==> config.mk <==
export PLATFORM = sky130hd
export DESIGN_NAME = snake_game_ctrl
export DESIGN_NICKNAME = d
export VERILOG_FILES = /design/src/rtl/snake_game_ctrl.sv
export SDC_FILE = /design/constraint.sdc
export NUM_CORES = 1
export LEC_CHECK = 0
export BUFFER_PORTS_ARGS = -buffer_cell sky130_fd_sc_hd__buf_2
export CORE_UTILIZATION = 40
export CTS_BUF_LIST = sky130_fd_sc_hd__clkbuf_8
export CTS_CLUSTER_DIAMETER = 100
export DETAILED_ROUTE_END_ITERATION = 10
export GPL_ROUTABILITY_DRIVEN = 0
export PLACE_DENSITY = 0.59
export SYNTH_ARGS = -nofsm -noshare
export SYNTH_HDL_FRONTEND = slang
export SYNTH_SLANG_ARGS = --single-unit
==> constraint.sdc <==
create_clock -name clk -period 5.2 [get_ports clk]
set_input_delay 1.56 -clock clk [delete_from_list [all_inputs] [get_ports clk]]
set_output_delay 1.56 -clock clk [all_outputs]
set_load 0.05 [all_outputs]
==> src/rtl/snake_game_ctrl.sv <==
// Game sequencer: move strobe, direction filter, score/level and IDLE/RUN/PAUSE/OVER flow.
// Latency: every output is registered, so each input pulse takes effect on the outputs one clock later.
// Backpressure: none; all inputs are single-cycle pulses. Optional hiscore output via SNAKE_HISCORE_EN.
module snake_game_ctrl #(
    parameter int CNT_W       = 24,
    parameter int BASE_PERIOD = 12500000,
    parameter int STEP        = 1000000,
    parameter int MIN_PERIOD  = 2500000,
    parameter int SCORE_W     = 8,
    parameter int LVL_SHIFT   = 2
) (
    input  logic               clk,
    input  logic               rst_n,
    input  logic               start_i,
    input  logic               pause_i,
    input  logic [1:0]         dir_req_i,
    input  logic               dir_vld_i,
    input  logic               eat_i,
    input  logic               col_i,
    output logic               mgr_rst_o,
    output logic               mv_o,
    output logic [1:0]         dir_o,
    output logic               genf_o,
    output logic [1:0]         state_o,
    output logic [SCORE_W-1:0] score_o,
    output logic [3:0]         level_o
`ifdef SNAKE_HISCORE_EN
    ,
    output logic [SCORE_W-1:0] hiscore_o
`endif
);

    localparam logic [1:0] S_IDLE  = 2'b00;
    localparam logic [1:0] S_RUN   = 2'b01;
    localparam logic [1:0] S_PAUSE = 2'b10;
    localparam logic [1:0] S_OVER  = 2'b11;

    localparam logic [1:0] DIR_RIGHT = 2'b11;

    localparam int PW = CNT_W + 4;
    localparam logic [PW-1:0] BASE_W = PW'(BASE_PERIOD);
    localparam logic [PW-1:0] STEP_W = PW'(STEP);
    localparam logic [PW-1:0] MIN_W  = PW'(MIN_PERIOD);
    localparam logic [PW-1:0] ONE_W  = PW'(1);

    localparam logic [SCORE_W-1:0] SCORE_MAX = '1;
    localparam logic [SCORE_W-1:0] LVL_CAP   = SCORE_W'(15);

    logic [1:0]         state_q,   state_d;
    logic               mgr_rst_q, mgr_rst_d;
    logic               mv_q,      mv_d;
    logic               genf_q,    genf_d;
    logic [1:0]         dir_q,     dir_d;
    logic [1:0]         pend_q,    pend_d;
    logic [SCORE_W-1:0] score_q,   score_d;
    logic [3:0]         level_q,   level_d;
    logic [CNT_W-1:0]   cnt_q,     cnt_d;
`ifdef SNAKE_HISCORE_EN
    logic [SCORE_W-1:0] hiscore_q, hiscore_d;
`endif

    logic [PW-1:0]      lvl_reduction;
    logic [PW-1:0]      period;
    logic               move_due;
    logic               dir_reverse;
    logic [SCORE_W-1:0] score_inc;
    logic [SCORE_W-1:0] lvl_raw;
    logic [3:0]         lvl_new;

    // Subtraction is only taken when it cannot drop below the floor, so no underflow.
    always_comb begin
        lvl_reduction = STEP_W * PW'(level_q);
        if (lvl_reduction >= BASE_W - MIN_W) begin
            period = MIN_W;
        end else begin
            period = BASE_W - lvl_reduction;
        end
        // >= rather than == so a level-up that shrinks the period below the
        // current count still fires on the next cycle instead of wrapping.
        move_due = (PW'(cnt_q) + ONE_W) >= period;
    end

    always_comb begin
        dir_reverse = (dir_req_i[1] == dir_q[1]) && (dir_req_i[0] != dir_q[0]);
        score_inc   = (score_q == SCORE_MAX) ? score_q : score_q + 1'b1;
        lvl_raw     = score_inc >> LVL_SHIFT;
        lvl_new     = (lvl_raw > LVL_CAP) ? 4'hF : lvl_raw[3:0];
    end

    always_comb begin
        state_d   = state_q;
        mgr_rst_d = mgr_rst_q;
        mv_d      = 1'b0;
        genf_d    = 1'b0;
        dir_d     = dir_q;
        pend_d    = pend_q;
        score_d   = score_q;
        level_d   = level_q;
        cnt_d     = cnt_q;
`ifdef SNAKE_HISCORE_EN
        hiscore_d = hiscore_q;
`endif

        case (state_q)
            S_IDLE, S_OVER: begin
                // IDLE keeps the manager in reset; OVER leaves the final snake visible.
                mgr_rst_d = (state_q == S_IDLE);
                if (start_i) begin
                    // From OVER the manager still needs one reset cycle.
                    mgr_rst_d = (state_q == S_OVER);
                    state_d   = S_RUN;
                    score_d   = '0;
                    level_d   = '0;
                    cnt_d     = '0;
                    dir_d     = DIR_RIGHT;
                    pend_d    = DIR_RIGHT;
                end
            end

            S_RUN: begin
                mgr_rst_d = 1'b0;
                if (col_i) begin
                    state_d = S_OVER;
`ifdef SNAKE_HISCORE_EN
                    if (score_q > hiscore_q) begin
                        hiscore_d = score_q;
                    end
`endif
                end else begin
                    if (eat_i) begin
                        score_d = score_inc;
                        level_d = lvl_new;
                        genf_d  = 1'b1;
                    end
                    if (pause_i) begin
                        state_d = S_PAUSE;
                    end else begin
                        if (move_due) begin
                            mv_d  = 1'b1;
                            cnt_d = '0;
                            dir_d = pend_q;
                        end else begin
                            cnt_d = cnt_q + 1'b1;
                        end
                        if (dir_vld_i && !dir_reverse) begin
                            pend_d = dir_req_i;
                        end
                    end
                end
            end

            S_PAUSE: begin
                if (pause_i) begin
                    state_d = S_RUN;
                end
            end

            default: begin
                state_d = S_IDLE;
            end
        endcase
    end

    always_ff @(posedge clk or negedge rst_n) begin
        if (!rst_n) begin
            state_q   <= S_IDLE;
            mgr_rst_q <= 1'b1;
            mv_q      <= 1'b0;
            genf_q    <= 1'b0;
            dir_q     <= DIR_RIGHT;
            pend_q    <= DIR_RIGHT;
            score_q   <= '0;
            level_q   <= '0;
            cnt_q     <= '0;
        end else begin
            state_q   <= state_d;
            mgr_rst_q <= mgr_rst_d;
            mv_q      <= mv_d;
            genf_q    <= genf_d;
            dir_q     <= dir_d;
            pend_q    <= pend_d;
            score_q   <= score_d;
            level_q   <= level_d;
            cnt_q     <= cnt_d;
        end
    end

`ifdef SNAKE_HISCORE_EN
    always_ff @(posedge clk or negedge rst_n) begin
        if (!rst_n) begin
            hiscore_q <= '0;
        end else begin
            hiscore_q <= hiscore_d;
        end
    end

    assign hiscore_o = hiscore_q;
`endif

    assign mgr_rst_o = mgr_rst_q;
    assign mv_o      = mv_q;
    assign dir_o     = dir_q;
    assign genf_o    = genf_q;
    assign state_o   = state_q;
    assign score_o   = score_q;
    assign level_o   = level_q;

endmodule

==> impl_metrics.env <==
export IMPL_cts_buffers=5
export IMPL_design_area_mm2=0.00446
export IMPL_hold_path_depth=2
export IMPL_async_reset_ff_share_pct=100
export IMPL_fp_dieH_um=101
export IMPL_drtAntennaViolNets=0
export IMPL_worst_ep_required_time_ns=5.39
export IMPL_final_common_cell="nand2_1"
export IMPL_synth_top_area_share_pct=25.7
export IMPL_synth_edf_count=0
export IMPL_instances_no_fill=629
export IMPL_netlist_area_mm2=0.00390
export IMPL_grt_pass1_wl_um=14700
export IMPL_grt_max_degree=46
export IMPL_maxSlewHeadroom_pct=45.6
export IMPL_drc=0
export IMPL_worst_path_max_fanout=12
export IMPL_cts_max_path_buffers=2
export IMPL_via_count=3352
export IMPL_hold_path_end="mgr_rst_o"
export IMPL_mostFrequentLayoutCells="nand2_1, ha_1, dfrtp_1"
export IMPL_ir_drop_v=0.000286
export IMPL_skew_ns=0.0134
export IMPL_synth_top_cell_by_area="dfrtp_1"
export IMPL_cts_root_buf="clkbuf_8"
export IMPL_cts_tree="yes"
export IMPL_min_path_type="register to register"
export IMPL_diodes=0
export IMPL_num_rows=35
export IMPL_hold_buffers=0
export IMPL_endpoint_kind="register"
export IMPL_reg2reg_from="level_o[2]"
export IMPL_placed_cells=614
export IMPL_die_area_mm2=0.0101
export IMPL_grt_overflow_total=0
export IMPL_rsz0062_at_grt="true"
export IMPL_synth_area_leaders="dfrtp_1, ha_1, xnor2_1, nand2_1, o21ai_0"
export IMPL_nFillCells=891
export IMPL_synth_seq_cells=45
export IMPL_syn_area_per_cell_um2=8.38
export IMPL_antenna_found_initial=0
export IMPL_drv_slew=0
export IMPL_worstReg2RegEnd="cnt_q[4]"
export IMPL_post_dp_cell_area_mm2=0.00420
export IMPL_crit_arrival_ns=5.09
export IMPL_start_util_pct=41.8
export IMPL_use_met3_pct=2.29
export IMPL_finalHoldViolCount=0
export IMPL_worstRegToRegCells=22
export IMPL_fin_crit_sh_pct=94.1
export IMPL_cts_sinks=45
export IMPL_totalWireLength_um=9040
export IMPL_htreeDepth=2
export IMPL_hpwl_um=6590
export IMPL_grt_usage_pct=17.9
export IMPL_grt_pass1_vias=3176
export IMPL_cp_startpoint="level_o[2]"
export IMPL_syn2layout_area_growth_pct=14.3
export IMPL_max_freq_mhz=204
export IMPL_core_region_area_mm2=0.00933
export IMPL_grt_util_met2_pct=32.4
export IMPL_path_clk_slew_ns=0.09
export IMPL_synth_ff_type="dfrtp_1"
export IMPL_status="complete, no violations"
export IMPL_avgRoutedWirePerCell_um=14.4
export IMPL_viasPerCell=5.33
export IMPL_use_met1_pct=22.8
export IMPL_final_nets=558
export IMPL_dr_pass1_iters=4
export IMPL_cp_start_kind="register"
export IMPL_synthDistinctLibCells=56
export IMPL_holdCritStartpoint="mgr_rst_o"
export IMPL_grt_busiest_layer="met2"
export IMPL_drive_above_1_share_pct=16.2
export IMPL_criticalPathCategory="register to register"
export IMPL_power_density_mw_per_mm2=307
export IMPL_syn_inst=465
export IMPL_setup_viol=0
export IMPL_clock_latency_ns=0.30
export IMPL_max_slew_worst_pin_slew_ns=0.809
export IMPL_io_buffers=27
export IMPL_seq_area_frac_synth_pct=29.1
export IMPL_syn_nets=524
export IMPL_setup_tns_ns=0
export IMPL_ff2ff_setup_slack_ns=0.31
export IMPL_leakagePower_nw=2.11
export IMPL_initialDrtViolationCount=171
export IMPL_ios=28
export IMPL_cap_violations=0
export IMPL_yosysWarnings=0
export IMPL_fin_crit_ns=4.89
export IMPL_regArea_mm2=0.00113
export IMPL_die_w_um=101
export IMPL_multi_input_area_mm2=0.00270
-- cells by family after synthesis --
kind of cell | Yosys count | share of synthesized area [%]
adders and majority gates | 50 | 17.0
xor gates and xnor gates | 43 | 9.66
muxes | 3 | 0.770
DFF | 45 | 29.1
AOI/OAI and AO/OA | 110 | 18.2
buffers and inverters | 40 | 3.98
and+or+nand+nor | 174 | 21.3
-- layout make-up --
class | instances | area share, %
Sequential cell | 45 | 25.5
Clock inverter | 3 | 0.393
Timing Repair Buffer | 43 | 6.37
Clock buffer | 5 | 1.54
Tap cell | 129 | 3.62
Inverter | 24 | 2.02
Multi-Input combinational cell | 380 | 60.6
-- cell usage after synthesis, types with 2 or more instances --
cell and n:
a211o_1 3, a21o_1 5, a21oi_1 22, a2bb2oi_1 5
a31oi_1 7, and2_1 2, and3_1 9, buf_2 3
clkbuf_1 11, dfrtp_1 40, dfstp_2 5, fa_1 5
ha_1 45, inv_1 24, mux2i_1 3, nand2_1 63
nand2b_1 17, nand3_1 17, nand4_1 9, nor2_1 35
nor2b_1 3, nor3_1 5, nor4_1 2, o21a_1 2
o21ai_0 37, o21bai_1 3, o22a_1 2, o31a_1 2
o31ai_1 7, o31ai_2 2, or2_2 3, or3b_2 2
xnor2_1 32, xor2_1 11
-- metrics by stage --
| stage | total power [mW] | setup WS [ns] | hold WS, ns | utilization [%] |
|---|---|---|---|---|
| 3_5_place_dp | 1.11 | 0.129 | 0.471 | 45.0 |
| 6_report | 1.37 | 0.305 | 0.483 | 47.8 |
| 4_1_cts | 1.33 | 0.0917 | 0.486 | 45.9 |
| 5_1_grt | 1.48 | -0.0538 | 0.520 | 47.8 |
| 3_3_place_gp | 1.09 | 0.306 | 0.471 | 45.0 |
| 2_1_floorplan | 0.987 | 0.0403 | 0.481 | - |
-- how the worst max path moves through the flow --
| stage | endpoint | slack, ns |
|---|---|---|
| after floorplan | cnt_q[14] | 0.04 |
| after global placement | cnt_q[6] | 0.31 |
| after detailed placement | cnt_q[3] | 0.13 |
| after CTS | cnt_q[3] | 0.09 |
| after global routing | cnt_q[14] | -0.05 |
| final | cnt_q[4] | 0.31 |
-- repair_timing --
action                     in CTS  in global routing
setup endpoints to repair       0                 26
gates resized for setup         0                 17
hold endpoints to repair        0                  0
setup buffers                   0                  5
-- sequential cells by signal (all words and copies together), names as in the netlist --
name,count
score_o,8
mv_o,1
pend_q,2
mgr_rst_o,1
state_o,2
cnt_q,24
genf_o,1
level_o,4
dir_o,2
-- worst max-delay path: stages, from the launching register on --
cell and delay, ns:
dfrtp_2 0.46, inv_1 0.12, ha_1 0.26, fa_1 0.53, inv_1 0.06, fa_1 0.48, inv_1 0.07, a21oi_1 0.06
o21bai_1 0.22, a31oi_2 0.14, xnor2_2 0.23, o31a_1 0.27, buf_4 0.15, buf_4 0.10, nor2_1 0.04, ha_1 0.30
nand4_1 0.14, a311oi_2 0.26, a211oi_2 0.12, o211ai_2 0.30, buf_8 0.19, a2bb2oi_1 0.20, o31ai_2 0.08
-- report_power, final --
group | total (mW) | internal [mW] | switching [mW]
clock | 0.221 | 0.0941 | 0.127
sequential | 0.499 | 0.419 | 0.0799
combinational | 0.650 | 0.254 | 0.396
total | 1.37 | 0.767 | 0.602
-- per-layer routing --
layer / vias up / wire (um)
met5: - / 0
met4: 0 / 46
met3: 5 / 252
met2: 44 / 4470
met1: 1612 / 4270
li1: 1691 / -
(Power assumes the default switching activity.)
